--- src/rtl/uart_tx_sched.sv ---
// uart_tx_sched: TX ring buffer owner and uart_tx arbiter.
// Handles the loader handshake byte and the program OUT ring. The ring lives
// in an external synchronous-read BRAM. count is authoritative for full/empty;
// the pointers just wrap.
module uart_tx_sched #(
  parameter int         ADDR_W  = 11,
  parameter int         RD_LAT  = 2,
  parameter logic [7:0] HS_BYTE = 8'hAA
) (
  input  logic              clk,
  input  logic              rstn,
  input  logic [2:0]        mode,
  input  logic              hs_req,
  output logic              hs_done,
  input  logic              push_valid,
  input  logic [7:0]        push_data,
  output logic              push_ready,
  output logic              buf_we,
  output logic [ADDR_W-1:0] buf_waddr,
  output logic [7:0]        buf_wdata,
  output logic [ADDR_W-1:0] buf_raddr,
  input  logic [7:0]        buf_rdata,
  output logic [7:0]        tx_data,
  output logic              tx_start,
  input  logic              tx_busy,
  output logic [ADDR_W:0]   count
);

  localparam logic [ADDR_W:0] FULL   = {1'b0, {ADDR_W{1'b1}}};
  localparam logic [2:0]      LAT_M1 = 3'(RD_LAT - 1);
  localparam logic [2:0]      MODE_LOAD = 3'd1;

  typedef enum logic [2:0] {IDLE, HS_START, RD_WAIT, START, GUARD, TX_WAIT} state_t;

  state_t            state;
  logic [ADDR_W-1:0] wptr, rptr;
  logic [2:0]        lat_cnt;
  logic              hs_cur;   // byte in flight is the handshake
  logic              hs_go, rd_go;

  assign push_ready = (count != FULL);
  assign buf_we     = push_valid & push_ready;
  assign buf_waddr  = wptr;
  assign buf_wdata  = push_data;
  assign buf_raddr  = rptr;

  // Handshake wins over the ring, but only when the FSM is idle.
  assign hs_go = (state == IDLE) & hs_req & ~hs_done & ~tx_busy;
  assign rd_go = (state == IDLE) & ~hs_go & (mode != MODE_LOAD) &
                 (count != '0) & ~tx_busy;

  // Ring pointers and occupancy; a push and a read in one cycle cancel on count.
  always_ff @(posedge clk or negedge rstn) begin
    if (!rstn) begin
      wptr  <= '0;
      rptr  <= '0;
      count <= '0;
    end else begin
      if (buf_we) wptr <= wptr + 1'b1;
      if (rd_go)  rptr <= rptr + 1'b1;
      case ({buf_we, rd_go})
        2'b10:   count <= count + 1'b1;
        2'b01:   count <= count - 1'b1;
        default: count <= count;
      endcase
    end
  end

  // Serializer sequencing: read latency, start pulse, busy-assert guard, busy wait.
  always_ff @(posedge clk or negedge rstn) begin
    if (!rstn) begin
      state    <= IDLE;
      tx_start <= 1'b0;
      tx_data  <= '0;
      hs_done  <= 1'b0;
      hs_cur   <= 1'b0;
      lat_cnt  <= '0;
    end else begin
      tx_start <= 1'b0;
      case (state)
        IDLE: begin
          if (hs_go) begin
            state    <= HS_START;
            tx_data  <= HS_BYTE;
            tx_start <= 1'b1;
            hs_cur   <= 1'b1;
          end else if (rd_go) begin
            state   <= RD_WAIT;
            lat_cnt <= LAT_M1;
            hs_cur  <= 1'b0;
          end
        end
        RD_WAIT: begin
          if (lat_cnt == '0) begin
            tx_data  <= buf_rdata;
            tx_start <= 1'b1;
            state    <= START;
          end else begin
            lat_cnt <= lat_cnt - 1'b1;
          end
        end
        HS_START, START: state <= GUARD;
        // uart_tx may take a cycle to raise busy; do not trust it here.
        GUARD: state <= TX_WAIT;
        TX_WAIT: begin
          if (!tx_busy) begin
            state <= IDLE;
            if (hs_cur) hs_done <= 1'b1;
          end
        end
        default: state <= IDLE;
      endcase
    end
  end

endmodule

--- config.mk ---
export PLATFORM = sky130hd
export DESIGN_NAME = uart_tx_sched
export DESIGN_NICKNAME = d
export VERILOG_FILES = /design/src/rtl/uart_tx_sched.sv
export SDC_FILE = /design/constraint.sdc
export NUM_CORES = 1
export LEC_CHECK = 0
export BUFFER_PORTS_ARGS = -buffer_cell sky130_fd_sc_hd__buf_4
export CAP_MARGIN = 20
export CORE_MARGIN = 2
export CORE_UTILIZATION = 47
export CTS_CLUSTER_SIZE = 16
export DETAILED_ROUTE_END_ITERATION = 8
export PLACE_DENSITY = 0.76
export SYNTH_ARGS = -nofsm -noshare
export SYNTH_HDL_FRONTEND = slang
export SYNTH_SLANG_ARGS = --single-unit
export TNS_END_PERCENT = 1
--- constraint.sdc ---
create_clock -name clk -period 3.3 [get_ports clk]
set_clock_uncertainty 0.15 [all_clocks]
set_input_delay 0.66 -clock clk [delete_from_list [all_inputs] [get_ports clk]]
set_output_delay 0.66 -clock clk [all_outputs]
set_load 0.02 [all_outputs]
# Word-level counts from Yosys, hierarchy flattened
# Index checks and enable logic that the tools add are counted.
[classes] addsub=5 n_eq_ne=16 n_mux=18 bitwise_logic=11 n_reduce_logical=12
[op_table] op="case mux 12 bit (2 select lines)" count=1
[op_table] op="adder 11 x 1 -> 11 bit, second input constant" count=2
[op_table] op="two-way mux 3 bit" count=7
[op_table] op="two-way mux 8 bit" count=2
[op_table] op="case mux 8 bit (2 select lines)" count=1
[op_table] op="case mux 3 bit (5 select lines)" count=1
[op_table] op="adder 12 x 1 -> 12 bit, second input constant" count=1
[op_table] op="!= test 12 x 11 -> 1 bit, second input constant" count=1
[op_table] op="!= test 2 bit, second input constant" count=6
[op_table] op="nonzero test 12 bit" count=1
[op_table] op="subtractor 12 x 1 -> 12 bit, second input constant" count=1
[op_table] op="AND reduction 3 bit" count=3
[op_table] op="bitwise AND 1 bit" count=8
[op_table] op="equality test 3 x 2 -> 1 bit, second input constant" count=2
[op_table] op="equality test 3 bit, second input constant" count=2
[op_table] op="logical NOT 3 bit" count=2
[op_table] op="case mux 3 bit (2 select lines)" count=1
[op_table] op="nonzero test 2 bit" count=3
[op_table] op="two-way mux 1 bit" count=4
[op_table] op="AND reduction 4 bit" count=1
[op_table] op="equality test 3 x 1 -> 1 bit, second input constant" count=1
[op_table] op="!= test 3 x 1 -> 1 bit, second input constant" count=1
[op_table] op="!= test 3 bit, second input constant" count=1
[op_table] op="NOT 1 bit" count=3
[op_table] op="6 further kinds" count=6
[totals] register_bits=51 input_bits=24 out_inout_bits=54 elab_cells=71

# Depth between registers and ports, before layout
[depth] word_depth=12 mapped_depth=14

# Worst setup path before layout
# No wires, ideal clock.
[synth_timing] kind="input to register" startpoint="input port tx_busy" endpoint="register count[11]" t_arrival_ns=3.419 t_required_ns=3.070 setup_slack_ns=-0.349 path_stages=11 path_buffers=1 cell_sequence="or3b_1 -> and4_1 -> buf_2 -> ha_1 -> ha_1 -> a211o_1 -> a2111oi_4 -> o31ai_2 -> mux2_4 -> a21oi_2 -> xor2_1"
[synth_via] elab_chain_len=9
[synth_lines] item="start, declared" line_no="25" source="input logic tx_busy,"
[synth_lines] item="NOT 1 bit (no line) *"
[synth_lines] item="bitwise AND 1 bit" line_no="48" source="assign hs_go = (state == IDLE) & hs_req & ~hs_done & ~tx_busy;"
[synth_lines] item="NOT 1 bit" line_no="49" source="assign rd_go = (state == IDLE) & ~hs_go & (mode != MODE_LOAD) &"
[synth_lines] item="bitwise AND 1 bit (3 in a row)" line_no="49"
[synth_lines] item="bitwise AND 1 bit *" line_no="50" source="(count != '0) & ~tx_busy;"
[synth_lines] item="net rd_go" line_no="39" source="logic hs_go, rd_go;"
[synth_lines] item="equality test 2 x 1 -> 1 bit or equality test 2 bit (tied branches)" line_no="61" source="case ({buf_we, rd_go})"
[synth_lines] item="case mux 12 bit (2 select lines) or nonzero test 2 bit (tied branches)"
[synth_lines] item="end signal, assigned" line_no="62" source="2'b10: count <= count + 1'b1;"
[synth_lines] item="end signal, assigned" line_no="63" source="2'b01: count <= count - 1'b1;"
[synth_lines] item="end signal, assigned" line_no="64" source="default: count <= count;"
[synth_lines] item="end, declared" line_no="26" source="output logic [ADDR_W:0] count"
# The timed path passes the listed nets; every way through them passes the cells marked *.
# A chain may end at the register's enable or synchronous reset.

# Worst setup path after layout
[layout_timing] startpoint="register count[6]" endpoint="register count[11]"
[layout_via] elab_chain_len=5
[layout_lines] item="branches (longest 5 deep; another with subtractor 12 x 1 -> 12 bit)"
# Parallel ways; which one is timed is not known.

==> impl_metrics.env <==
export IMPL_syn_to_final_growth_pct=32.00
export IMPL_cp_top_family="compound AO/OA/AOI/OAI gates"
export IMPL_synth_top_family_by_area="simple AND/OR/NAND/NOR gates"
export IMPL_routed_wirelength_um=6067
export IMPL_cts_sinks=51
export IMPL_synthFlopType="dfrtp_1"
export IMPL_grt_start_max_net_pins=52
export IMPL_cts_root_buf="clkbuf_8"
export IMPL_whs_ns=0.2263
export IMPL_placed_area_sq_um=3595
export IMPL_seq_power_share_pct=34.7
export IMPL_synth_mux_area_share_pct=1.337
export IMPL_vias_per_cell=5.199
export IMPL_fmaxAchievable_mhz=313.2
export IMPL_drc=0
export IMPL_start_util_pct=47.99
export IMPL_synth_edf_count=0
export IMPL_ys_types=52
export IMPL_routedWlPerCell_um=13.57
export IMPL_synth_xor_area_share_pct=8.422
export IMPL_post_dp_hpwl_um=4647
export IMPL_vias=2324
export IMPL_top_usage_layer="met2"
export IMPL_antenna_cells=0
export IMPL_setup_viol=0
export IMPL_nets=411
export IMPL_slew_headroom_pct=57.39
export IMPL_cts_made_buffers=5
export IMPL_cp_end_kind="flop"
export IMPL_syn_area_sq_um=2808
export IMPL_final_cells=447
export IMPL_met2_usage_pct=31.23
export IMPL_synthAdderAreaFrac_pct=7.398
export IMPL_crit_chain="nor4_2 > nand3_1 > and4_4 > ha_4 > ha_4 > a211o_1 > a2111oi_4 > o31ai_2 > mux2_4 > a21oi_2 > xor2_1"
export IMPL_power_density_nw_per_um2=780.7
export IMPL_io_pins=78
export IMPL_yosysSeqAreaShare_pct=45.45
export IMPL_synth_area_leaders="dfrtp_1, ha_1, xnor2_1"
export IMPL_internal_power_uw=1732
export IMPL_clk_pin_slew_worst_paths_ns=0.09
export IMPL_mostFrequentLayoutCells="buf_4, dfrtp_1, nand2_1, nor2_1, inv_1"
export IMPL_ys_ff_latch=51
export IMPL_cts_hold_buffers=0
export IMPL_crit_buf_inv=0
export IMPL_overflow=0
export IMPL_grt_pass1_wl_um=9735
export IMPL_grt_usage_pct=19.10
export IMPL_crit_slowest_cell="dfrtp_1"
export IMPL_ant_nets=0
export IMPL_path_class="flop to flop"
export IMPL_coreArea_sq_um=5851
export IMPL_clock_latency_ns=0.30
export IMPL_die_y_um=81.29
export IMPL_io_buffers=61
export IMPL_clkPwrFrac_pct=13.2
export IMPL_r2r_start="count[6]"
export IMPL_dp_cells=439
export IMPL_yosys_area_top_type_share_pct=45.45
export IMPL_cap_violations=0
export IMPL_dr_pass1_iters=4
export IMPL_fp_dieArea_sq_um=6608
export IMPL_drive_above_1_share_pct=33.60
export IMPL_switching_power_uw=1161
export IMPL_dieWidth_um=81.29
export IMPL_layout_commonest_cell="buf_4"
export IMPL_ir_worst_vdd_mv=0.3899
export IMPL_grt_pass1_vias=2121
export IMPL_clock_path_buffers=2
export IMPL_postSynthCellCount=280
export IMPL_place_congestion=0.8213
export IMPL_critical_path_arrival_ns=3.28
export IMPL_crit_top_cell="ha_4"
export IMPL_fin_crit_ns=3.193
export IMPL_fin_crit_sh_pct=96.77
export IMPL_switching_share_pct=40.12
export IMPL_yosys_area_top_type="dfrtp_1"
export IMPL_rows=28
export IMPL_synth_area_per_cell_sq_um=10.03
export IMPL_drt_iter0_markers=76
export IMPL_yosysWarnings=0
export IMPL_cts_tree="built"
export IMPL_crit_start="count[6]"
export IMPL_pwr_share_comb_pct=52.2
export IMPL_antenna_found_initial=0
export IMPL_status="finished clean"
export IMPL_slew_violations=0
export IMPL_synth_fp_nets=320
export IMPL_critPathMaxFanout=5
export IMPL_rsz0062_at_grt="true"
export IMPL_async_flop_share_pct=100.0
export IMPL_hold_viol_final=0
export IMPL_fin_area_sq_um=3706
export IMPL_grt_use_met3_pct=3.778
export IMPL_use_met1_pct=24.96
export IMPL_cpPeakStageDelay_ns=0.40
export IMPL_cp_required_ns=3.38
export IMPL_cp_start_kind="flop"
export IMPL_synth_compound_area_share_pct=14.93
export IMPL_worstMarginPinSlew_ns=0.6392
export IMPL_h_tree_depth=2
export IMPL_synth_simple_area_share_pct=16.76
export IMPL_leakagePower_uw=0.001806
export IMPL_postCtsSetupRepairBufs=0
export IMPL_hold_class="input port to asynchronous set/reset pin"
through the flow:
| step | setup TNS, ns | power [uW] | util (%) | worst slack, ns |
|---|---|---|---|---|
| after CTS | 0 | 2913 | 63.17 | 0.02800 |
| after floorplan | -0.05688 | 1864 | - | -0.05688 |
| after global routing | -0.02934 | 3114 | 63.34 | -0.02934 |
| final | 0 | 2893 | 63.34 | 0.1067 |
| after detailed placement | -0.1678 | 2522 | 61.44 | -0.1387 |
| after global placement | -0.09581 | 2473 | 61.44 | -0.07463 |
Yosys cell counts (all sizes together), types with 7 or more instances:
cell type / count
buf: 11
o21ai: 13
a21oi: 8
dfrtp: 51
xnor2: 15
nor3: 8
ha: 15
xor2: 12
nand2: 26
inv: 17
nand4: 7
nor2: 18
o21a: 7
nand3: 10
path summary, 6_finish.rpt:
| kind | end | slack [ns] | cells past startpoint |
|---|---|---|---|
| hold reg to reg | buf_raddr[10] | 0.33 | 1 |
| min in group clk | buf_raddr[10] | 0.33 | 1 |
| max in group asynchronous | count[1] | 2.32 | 1 |
| setup / recovery | count[11] | 0.11 | 11 |
| setup reg to reg | count[11] | 0.11 | 11 |
| hold / removal | buf_raddr[6] | 0.23 | 1 |
kinds of logic (layout without fill, tap and decap cells):
group	Yosys count	after routing
muxes	3	3
AOI/OAI and AO/OA	56	56
DFF	51	51
buffers and inverters	34	126
and+or+nand+nor	93	93
xor gates and xnor gates	27	27
adders and majority gates	16	16
flip-flops by register name (all words and copies together), names as in the netlist:
name / cells
count: 12
tx_start: 1
state: 3
lat_cnt: 3
hs_cur: 1
tx_data: 8
buf_raddr: 11
hs_done: 1
buf_waddr: 11
cell type report:
| class | instances | area (sq um) |
|---|---|---|
| fillers | 491 | 2145 |
| multi-input cells | 195 | 1418 |
| flip-flops and latches | 51 | 1277 |
| repair buffers | 101 | 758.2 |
| well taps | 75 | 93.84 |
| clock buffers | 7 | 86.33 |
| inverters | 17 | 63.81 |
| clock inverters | 1 | 8.758 |
power by group through the flow:
stage	Sequential (uW)	Clock, uW	Combinational (uW)
after global routing	1030	421	1660
final	1000	382	1510
after CTS	1000	395	1520
after global placement	1000	0	1470
after floorplan	1220	0	646
after detailed placement	1010	0	1520
repair_timing:
item / 4_1_cts / 5_1_grt
pin swaps: 0 / 4
endpoints found under the setup margin: 1 / 2
endpoints found under the hold margin: 0 / 0
gates resized for setup: 1 / 5
worst reg2reg max path, delay by kind of cell (launching register included):
kind / cells / cell delay [ns]
AND/OR/NAND/NOR: 3 / 0.73
multiplexers: 1 / 0.32
XOR/XNOR: 1 / 0.15
AO/OA/AOI/OAI: 4 / 0.99
flip-flops: 1 / 0.40
adder cells (fa/ha/maj): 2 / 0.40
metal layers:
metal  up-vias  wire length (um)  share of wire (%)
met5         -                 0                  0
met4         0               121                2.0
li1       1162                 -                  -
met3        13               303                5.0
met2        63              2885                 48
met1      1086              2757                 45
(Power assumes the default switching activity.)
